[src/rtl/seg_msg_pkg.sv]
// seg_msg_pkg: character codes, FSM states and segment encoding for seg_msg_scroller
package seg_msg_pkg;
  typedef logic [4:0] msg_char_t;
  typedef enum logic [1:0] {ST_EMPTY, ST_LOADING, ST_SCROLLING} state_t;
  localparam logic [7:0] SEG_BLANK = 8'hFF;
  localparam logic [7:0] SEG_DASH = 8'hBF;
  localparam msg_char_t CH_DASH = 5'h1E;
  localparam msg_char_t CH_BLANK = 5'h1F;
  function automatic logic [7:0] char_to_seg(input msg_char_t c);
    case (c)
      5'h00: char_to_seg = 8'hC0;
      5'h01: char_to_seg = 8'hF9;
      5'h02: char_to_seg = 8'hA4;
      5'h03: char_to_seg = 8'hB0;
      5'h04: char_to_seg = 8'h99;
      5'h05: char_to_seg = 8'h92;
      5'h06: char_to_seg = 8'h82;
      5'h07: char_to_seg = 8'hF8;
      5'h08: char_to_seg = 8'h80;
      5'h09: char_to_seg = 8'h90;
      5'h0A: char_to_seg = 8'h88;
      5'h0B: char_to_seg = 8'h83;
      5'h0C: char_to_seg = 8'hC6;
      5'h0D: char_to_seg = 8'hA1;
      5'h0E: char_to_seg = 8'h86;
      5'h0F: char_to_seg = 8'h8E;
      5'h10: char_to_seg = 8'hC7;
      5'h11: char_to_seg = 8'hAB;
      5'h12: char_to_seg = 8'h8C;
      5'h13: char_to_seg = 8'hAF;
      5'h14: char_to_seg = 8'h92;
      5'h15: char_to_seg = 8'hC1;
      5'h16: char_to_seg = 8'h91;
      5'h17: char_to_seg = 8'h89;
      CH_DASH: char_to_seg = SEG_DASH;
      default: char_to_seg = SEG_BLANK;
    endcase
  endfunction
endpackage

[src/rtl/scroll_tick_gen.sv]
// scroll_tick_gen: one-cycle enable pulse every DIV enabled cycles
// Ports: clk, rst_n (async active-low), en (count permit, low freezes),
//        restart (hold counter at 0), tick (step pulse, combinational)
module scroll_tick_gen #(
  parameter int unsigned DIV = 30000000
) (
  input  logic clk,
  input  logic rst_n,
  input  logic en,
  input  logic restart,
  output logic tick
);
  localparam int CW = $clog2(DIV);
  logic [CW-1:0] cnt_q, cnt_d;
  always_comb begin
    tick = en && !restart && cnt_q == CW'(DIV - 1);
    cnt_d = (restart || tick) ? '0 : en ? cnt_q + 1'b1 : cnt_q;
  end
  always_ff @(posedge clk or negedge rst_n)
    if (!rst_n) cnt_q <= '0;
    else cnt_q <= cnt_d;
endmodule

[src/rtl/seg_msg_scroller.sv]
// seg_msg_scroller: loads a character message and scrolls a 4-digit segment window over it
// Ports: basys_clock, rst_n (async active-low); msg_valid/msg_ready/msg_char/msg_last load
//        handshake; clear drops the message; scroll_en permits steps; win_seg 4 active-low
//        digits (leftmost in [31:24]); win_valid; scroll_wrap pulses when offset wraps.
// Option: define SCROLL_DIR_EN to add scroll_left (0 = scroll backwards).
module seg_msg_scroller
  import seg_msg_pkg::*;
#(
  parameter int unsigned MAX_LEN = 16,
  parameter int unsigned SCROLL_DIV = 30000000
) (
  input  logic        basys_clock,
  input  logic        rst_n,
  input  logic        msg_valid,
  output logic        msg_ready,
  input  msg_char_t   msg_char,
  input  logic        msg_last,
  input  logic        clear,
  input  logic        scroll_en,
`ifdef SCROLL_DIR_EN
  input  logic        scroll_left,
`endif
  output logic [31:0] win_seg,
  output logic        win_valid,
  output logic        scroll_wrap
);
  localparam int W = $clog2(MAX_LEN) + 1;
  localparam int AW = $clog2(MAX_LEN);
  state_t state_q, state_d;
  logic [W-1:0] len_q, len_d, off_q, off_d;
  msg_char_t mem_q [MAX_LEN];
  logic [31:0] win_d;
  logic scrolling, accept, last, tick, dir_left, at_end, at_start, wrap_d;
`ifdef SCROLL_DIR_EN
  assign dir_left = scroll_left;
`else
  assign dir_left = 1'b1;
`endif
  // (offset + i) mod len by repeated compare-and-subtract; three passes cover len = 1
  function automatic logic [AW-1:0] wrap_idx(input logic [W:0] v, input logic [W:0] n);
    logic [W:0] r;
    r = v;
    for (int k = 0; k < 3; k++) r = (r >= n) ? r - n : r;
    return r[AW-1:0];
  endfunction
  assign scrolling = state_q == ST_SCROLLING;
  assign msg_ready = !scrolling;
  assign accept = msg_valid && msg_ready && !clear;
  assign last = msg_last || len_q == W'(MAX_LEN - 1);
  scroll_tick_gen #(.DIV(SCROLL_DIV)) u_tick (
    .clk(basys_clock),
    .rst_n(rst_n),
    .en(scroll_en && scrolling),
    .restart(!scrolling || clear),
    .tick(tick)
  );
  always_comb begin
    state_d = clear ? ST_EMPTY : accept ? (last ? ST_SCROLLING : ST_LOADING) : state_q;
    len_d = clear ? '0 : accept ? len_q + 1'b1 : len_q;
    at_end = off_q == len_q - 1'b1;
    at_start = off_q == '0;
    off_d = (!scrolling || clear) ? '0 : !tick ? off_q :
            dir_left ? (at_end ? '0 : off_q + 1'b1) : (at_start ? len_q - 1'b1 : off_q - 1'b1);
    wrap_d = scrolling && !clear && tick &&
             (dir_left ? at_end : (off_q == W'(1) || len_q == W'(1)));
    win_d = {4{SEG_BLANK}};
    if (scrolling && !clear)
      for (int i = 0; i < 4; i++)
        win_d[31-8*i -: 8] = char_to_seg(mem_q[wrap_idx((W+1)'(off_q) + (W+1)'(i), (W+1)'(len_q))]);
  end
  always_ff @(posedge basys_clock)
    if (accept) mem_q[len_q[AW-1:0]] <= msg_char;
  always_ff @(posedge basys_clock or negedge rst_n)
    if (!rst_n) begin
      state_q <= ST_EMPTY;
      len_q <= '0;
      off_q <= '0;
      win_seg <= {4{SEG_BLANK}};
      win_valid <= 1'b0;
      scroll_wrap <= 1'b0;
    end else begin
      state_q <= state_d;
      len_q <= len_d;
      off_q <= off_d;
      win_seg <= win_d;
      win_valid <= scrolling && !clear;
      scroll_wrap <= wrap_d;
    end
endmodule

[config.mk]
export PLATFORM = sky130hd
export DESIGN_NAME = seg_msg_scroller
export DESIGN_NICKNAME = d
export VERILOG_FILES = /design/src/rtl/seg_msg_pkg.sv /design/src/rtl/scroll_tick_gen.sv /design/src/rtl/seg_msg_scroller.sv
export SDC_FILE = /design/constraint.sdc
export NUM_CORES = 1
export LEC_CHECK = 0
export ABC_AREA = 1
export ABC_CLOCK_PERIOD_IN_PS = 16800
export CAP_MARGIN = 0
export CORE_MARGIN = 2
export CORE_UTILIZATION = 45
export DETAILED_ROUTE_END_ITERATION = 6
export HOLD_SLACK_MARGIN = 0.02
export PLACE_DENSITY = 0.64
export SETUP_SLACK_MARGIN = 0.4
export SKIP_CTS_REPAIR_TIMING = 1
export SLEW_MARGIN = 20
export SYNTH_ARGS = -nofsm -noshare
export SYNTH_HDL_FRONTEND = slang
export SYNTH_SLANG_ARGS = --single-unit
export TNS_END_PERCENT = 50
[constraint.sdc]
create_clock -name basys_clock -period 16.8 [get_ports basys_clock]
set_input_delay 3.36 -clock basys_clock [delete_from_list [all_inputs] [get_ports basys_clock]]
set_output_delay 3.36 -clock basys_clock [all_outputs]
set_load 0.02 [all_outputs]
After elaboration in Yosys (flattened, before gate mapping):

Memory sizes are Yosys's and may differ from the RTL's.
Cells that the tools add are included.

* add/subtract/negate cells: 19
* order comparisons: 12
* equal/unequal tests: 4
* muxes and demuxes: 25
* reduce and logical (&&, ||, !) cells: 17

Operators by type and width (count)
* $ge 6x5->1: 11
* $mux 25: 2
* $mux 6: 8
* $sub 6x5->6: 7
* $mux 32: 1
* $add 25x1->25 const B: 1
* $eq 25x25->1 const B: 1
* $mux 5: 5
* $mux 4: 4
* $sub 4x4->4: 4
* $add 5x2->6 const B: 2
* $add 5x1->5 const B: 2
* $logic_and 1x1->1: 8
* $add 5x1->6 const B: 1
* $mux 2: 3
* $reduce_bool 2->1: 3
* $sub 5x5->6: 1
* $eq 5x4->1 const B: 1
* $eq 5x5->1: 1
* $ge 5x5->1: 1
* $sub 5x1->5 const B: 1
* $logic_not 1->1: 3
* $logic_or 1x1->1: 3
* $eq 2x2->1 const B: 1
* $mux 1: 2

* register bits after elaboration: 71
* memory bits (writable): 80
* bits in read-only memories: 896
* bits of input ports: 11
* output and inout port bits: 35
* word-level logic and storage cells: 89
* memories: 5

Memories
* (name not given): depth 32, width 7, rd ports 1, clocked after Yosys merged registers in 0, wr ports 0, RTL line seg_msg_pkg.sv:10 `case (c)`
* (name not given): depth 32, width 7, rd ports 1, clocked after Yosys merged registers in 0, wr ports 0, RTL line seg_msg_pkg.sv:10
* (name not given): depth 32, width 7, rd ports 1, clocked after Yosys merged registers in 0, wr ports 0, RTL line seg_msg_pkg.sv:10
* (name not given): depth 32, width 7, rd ports 1, clocked after Yosys merged registers in 0, wr ports 0, RTL line seg_msg_pkg.sv:10
* mem_q: depth 16, width 5, rd ports 4, clocked after Yosys merged registers in 0, wr ports 1, RTL line seg_msg_scroller.sv:31 `msg_char_t mem_q [MAX_LEN];`

Longest topological paths before layout:

An unclocked memory read counts as a cell.

* word-level depth: 10
* depth in mapped cells: 45
* depth with buffers taken out: 43

Modules after synthesis:

A second synthesis with hierarchy kept.

* cell total of the unflattened synthesis: 2077
* area, all modules: 14436.3 um2

By module, submodules not included
* seg_msg_scroller: times used 1, cells an instance 1809, area each 12732.2 um2, seq. area each 3488.3 um2
* scroll_tick_gen: times used 1, cells an instance 268, area each 1704.1 um2, seq. area each 625.6 um2

Least setup slack after synthesis:

Ideal clock, no wire load.

* path kind: register to register
* from: reg len_q[1]
* to: reg win_seg[2]
* setup time: 0.079 ns
* arrival: 6.261 ns
* required time: 16.721 ns
* path slack: 10.460 ns
* stages on the path, launching flop included: 39
* path buffers: 2
* clock period less this slack: 6.340 ns
* cell sequence: dfrtp_1 > inv_1 > fa_1 > nand3_1 > nand3_1 > nand2_1 > nand3_2 > o21ai_1 > inv_1 > ha_1 > fa_1 > nor2_1 > o21ai_0 > nand3_4 > inv_2 > nand2_1 > o21ai_1 > ha_1 > [... 3 more ...] > inv_1 > a21oi_4 > nand2_2 > nand2_4 > buf_6 > buf_4 > nand2_1 > nand3_1 > nand3_1 > nand3_1 > nand2_1 > inv_1 > ha_1 > inv_1 > nand3_1 > nand2_1 > a21oi_1 > nand2_1

* longest elaborated chain between the ends: 9
* elaborated cells on any way between the ends: 12
* classes of those cells: add/sub: 3; order compare: 3; mux: 4; memory: 2

RTL lines
* from (decl): RTL line seg_msg_scroller.sv:30 `logic [W-1:0] len_q, len_d, off_q, off_d;`
* from (signal assigned): RTL line seg_msg_scroller.sv:83 `len_q <= len_d;`
* $sub 6x5->6 / $ge 6x5->1 (equally long branches): RTL line seg_msg_scroller.sv:43 `for (int k = 0; k < 3; k++) r = (r >= n) ? r - n : r;`
* $mux 6: RTL line seg_msg_scroller.sv:43
* $sub 6x5->6 / $ge 6x5->1 (equally long branches): RTL line seg_msg_scroller.sv:43
* $mux 6: RTL line seg_msg_scroller.sv:43
* $ge 6x5->1 / $sub 4x4->4 (equally long branches): RTL line seg_msg_scroller.sv:43
* $mux 4 *: RTL line seg_msg_scroller.sv:43
* $mem_v2 16x5 *
* $mem_v2 32x7 *
* $mux 32 *: RTL line seg_msg_scroller.sv:67 `if (scrolling && !clear)`
* net win_d[2]: RTL line seg_msg_scroller.sv:32 `logic [31:0] win_d;`
* to (signal assigned): RTL line seg_msg_scroller.sv:78 `win_seg <= {4{SEG_BLANK}};`
* to (signal assigned): RTL line seg_msg_scroller.sv:85 `win_seg <= win_d;`
* to (decl): RTL line seg_msg_scroller.sv:23 `output logic [31:0] win_seg,`

The timed path passes the listed nets; every way through them passes the cells marked *.
A chain may end at the register's enable or synchronous reset.

Worst setup path in the final report:

* from: reg off_q[1]
* to: reg win_seg[0]

* longest elaborated chain between the ends: 10
* elaborated cells on any way between the ends: 13
* classes of those cells: add/sub: 4; order compare: 3; mux: 4; memory: 2

RTL lines
* from (decl): RTL line seg_msg_scroller.sv:30
* from (signal assigned): RTL line seg_msg_scroller.sv:77 `off_q <= '0;`
* from (signal assigned): RTL line seg_msg_scroller.sv:84 `off_q <= off_d;`
* $add 5x2->6 *: RTL line seg_msg_scroller.sv:69 `win_d[31-8*i -: 8] = char_to_seg(mem_q[wrap_idx((W+1)'(off_q) + (W+1)'(i), (W+1)'(len_q))]);`
* $sub 6x5->6 / $ge 6x5->1 (equally long branches): RTL line seg_msg_scroller.sv:43
* $mux 6 *: RTL line seg_msg_scroller.sv:43
* $sub 6x5->6 / $ge 6x5->1 (equally long branches): RTL line seg_msg_scroller.sv:43
* $mux 6 *: RTL line seg_msg_scroller.sv:43
* $ge 6x5->1 / $sub 4x4->4 (equally long branches): RTL line seg_msg_scroller.sv:43
* $mux 4 *: RTL line seg_msg_scroller.sv:43
* $mem_v2 16x5 *
* $mem_v2 32x7 *
* $mux 32 *: RTL line seg_msg_scroller.sv:67
* net win_d[0]: RTL line seg_msg_scroller.sv:32

Marked as above.

==> impl_metrics.json <==
{
  "ios": 46,
  "grt_pass1_wl_um": 67100,
  "critPathMaxStageDelay_ns": 0.96,
  "path_class": "reg -> reg",
  "area_growth_pct": 7.19,
  "netlist_area_um2": 14100,
  "synthMuxAreaShare_pct": 0.0978,
  "synth_xor_area_share_pct": 2.61,
  "tightest_slew_ns": 1.22,
  "dp_hpwl_um": 30600,
  "insertedDiodeCount": 0,
  "drc_errors": 0,
  "cts_tree": "built",
  "min_period_ns": 7.64,
  "layout_setup_ws_ns": 9.16,
  "initial_utilization_pct": 45.9,
  "antenna_found_initial": 0,
  "crit_path_end": "win_seg[0]",
  "r2r_cells": 38,
  "cts_htree_levels": 4,
  "grt_pass1_vias": 12692,
  "synth_adder_area_share_pct": 10.1,
  "fin_area_um2": 15100,
  "portBuffers": 41,
  "fin_nets": 2109,
  "cp_slowest_cell": "o21ai_2",
  "die_area_um2": 32700,
  "route.vias.total": 13585,
  "synth-main-ff-cell": "edfxtp_1",
  "yosysWarningCount": 0,
  "clkTransAtPathRegs_ns": 0.06,
  "r2r-end": "win_seg[0]",
  "die_y_um": 181,
  "fp.dieW_um": 181,
  "syn_inst": 1993,
  "synthDistinctLibCells": 54,
  "worstPathArrival_ns": 8.00,
  "synth_edf_count": 80,
  "numCtsBuffers": 17,
  "clockBufferDepth": 2,
  "synth_top_family_by_area": "simple AND/OR/NAND/NOR gates",
  "synth_seq_cells": 147,
  "avgSynthCellArea_um2": 7.06,
  "required_ns": 17.16,
  "ant_nets": 0,
  "dp_slack_ns": 9.30,
  "r2r_slack_ns": 9.16,
  "drt-total-wl_um": 42000,
  "routabilityCongestion": 0.987,
  "fillers": 3053,
  "place_area_um2": 14500,
  "synth_compound_gate_area_share_pct": 10.1,
  "seq_area_frac_synth_pct": 29.2,
  "end_kind": "flop",
  "drtIter0Drc": 1166,
  "post_drt_wl_per_cell_um": 17.5,
  "final_layout_size_suffix_gt1_share_pct": 9.18,
  "run_status": "finished, final reports clean",
  "std_cell_rows": 64,
  "firstDrtPassIters": 7,
  "cts_sinks": 147,
  "cp-startpoint": "off_q[1]",
  "grt_overflow_total": 0,
  "start_kind": "flop",
  "hold_path.class": "reg -> reg",
  "drv_slew": 0,
  "critical_path.max_fanout": 20,
  "final-setup-viol-count": 0,
  "via_per_inst": 5.66,
  "period_share_pct": 45.5,
  "rsz0062_at_grt": "no",
  "max-slew-margin-rel_pct": 18.3,
  "clock_latency_ns": 0.44,
  "synthArstFlopShare_pct": 45.6,
  "fin_skew_ns": 0.0138,
  "synthSimpleGateAreaFrac_pct": 37.5,
  "grt.total_usage_pct": 25.6,
  "cap_violations": 0,
  "finalHoldViolCount": 0,
  "setup_tns_ns": 0,
  "max_freq_mhz": 131,
  "core_area_um2": 30700,
  "worstReg2RegStart": "off_q[1]",
  "grt_max_degree": 68,
  "root_buffer": "clkbuf_16",
  "path_common_cell": "nand2_1"
}
==> cells by family after synthesis <==
group	count (synthesis)
muxes	1
adders and majority gates	106
xor gates and xnor gates	42
other	1
and+or+nand+nor	1162
DFF	147
buffers and inverters	298
AOI/OAI and AO/OA	236
==> cell type report <==
cell class / instances / area [µm²] / share of cell area (%)
repair buffers: 54 / 505 / 3.35
inverters: 221 / 830 / 5.50
clock buffers: 19 / 433 / 2.87
well taps: 396 / 495 / 3.29
flip-flops and latches: 147 / 4110 / 27.3
clock inverters: 13 / 176 / 1.17
multi-input cells: 1551 / 8530 / 56.5
==> worst max-delay path, delay by kind of cell (launching register included) <==
kind	cells	cell delay, ns
xor gates and xnor gates	1	0.15
and+or+nand+nor	16	1.91
DFF	1	0.53
adders and majority gates	6	1.79
AOI/OAI and AO/OA	8	2.36
buffers and inverters	7	0.81
==> through the flow <==
stage,utilization (%),hold WS [ns],std cells
2_1_floorplan,-,0.469,1996
3_3_place_gp,47.1,0.485,2369
3_5_place_dp,47.2,0.496,2369
4_1_cts,49.2,0.505,2401
5_1_grt,49.2,0.531,2401
6_report,49.2,0.506,2401
==> worst min-delay path by stage <==
| stage | startpoint | endpoint | slack, ns | cells past startpoint |
|---|---|---|---|---|
| floorplan | u_tick.cnt_q[0] | u_tick.cnt_q[0] | 0.47 | 1 |
| global placement | u_tick.cnt_q[0] | u_tick.cnt_q[0] | 0.48 | 1 |
| detailed placement | u_tick.cnt_q[0] | u_tick.cnt_q[0] | 0.50 | 1 |
| CTS | u_tick.cnt_q[0] | u_tick.cnt_q[0] | 0.51 | 1 |
| global route | u_tick.cnt_q[0] | u_tick.cnt_q[0] | 0.53 | 1 |
| finish | u_tick.cnt_q[0] | u_tick.cnt_q[0] | 0.51 | 1 |
==> sequential cells by signal (all words and copies together) (netlist names) <==
register / cells
mem_q: 80
scroll_wrap: 1
win_seg: 28
u_tick.cnt_q: 25
state_q: 2
win_valid: 1
len_q: 5
off_q: 5
==> synth_stat cells (all sizes together), types with 28 or more instances <==
master | n | area (µm²)
buf | 69 | 592
ha | 94 | 1180
dfstp | 28 | 736
dfrtp | 39 | 976
inv | 219 | 822
a21oi | 86 | 445
edfxtp | 80 | 2400
nor2 | 74 | 310
nand2 | 645 | 2570
nand3 | 384 | 2050
o21ai | 82 | 452
o211ai | 38 | 285
==> layer usage <==
metal	global-route usage [%]	vias up	routed length, µm
li1	-	6646	-
met3	5.00	95	3260
met2	40.9	575	19000
met5	0	-	0
met1	34.0	6269	18200
met4	10.6	0	1500
==> placed cells by master (no fill, tap or decap), types with 5 or more instances in the layout <==
cell type / Yosys / final
inv_1: 198 / 198
nand3_2: 15 / 15
clkdlybuf4s50_1: 0 / 40
clkbuf_16: 0 / 17
buf_4: 31 / 14
ha_1: 94 / 94
dfrtp_1: 39 / 39
o21ai_1: 29 / 29
o21ai_2: 11 / 11
nand3b_1: 5 / 5
xor2_1: 26 / 26
nand4_1: 14 / 14
nand3_1: 365 / 365
fa_1: 12 / 12
a21oi_1: 84 / 84
nand2_1: 602 / 601
nand2_4: 9 / 9
inv_2: 21 / 21
nor3_1: 22 / 20
nor2_1: 67 / 67
nand2_2: 34 / 35
o211ai_1: 38 / 38
a31oi_1: 6 / 6
o21ai_0: 42 / 42
xnor2_1: 16 / 16
nor4_1: 10 / 10
dfstp_2: 28 / 28
edfxtp_1: 80 / 80
Power is left out: the tool's default activity adds up to more than one toggle a clock period on the data nets, which glitch-free logic cannot reach.
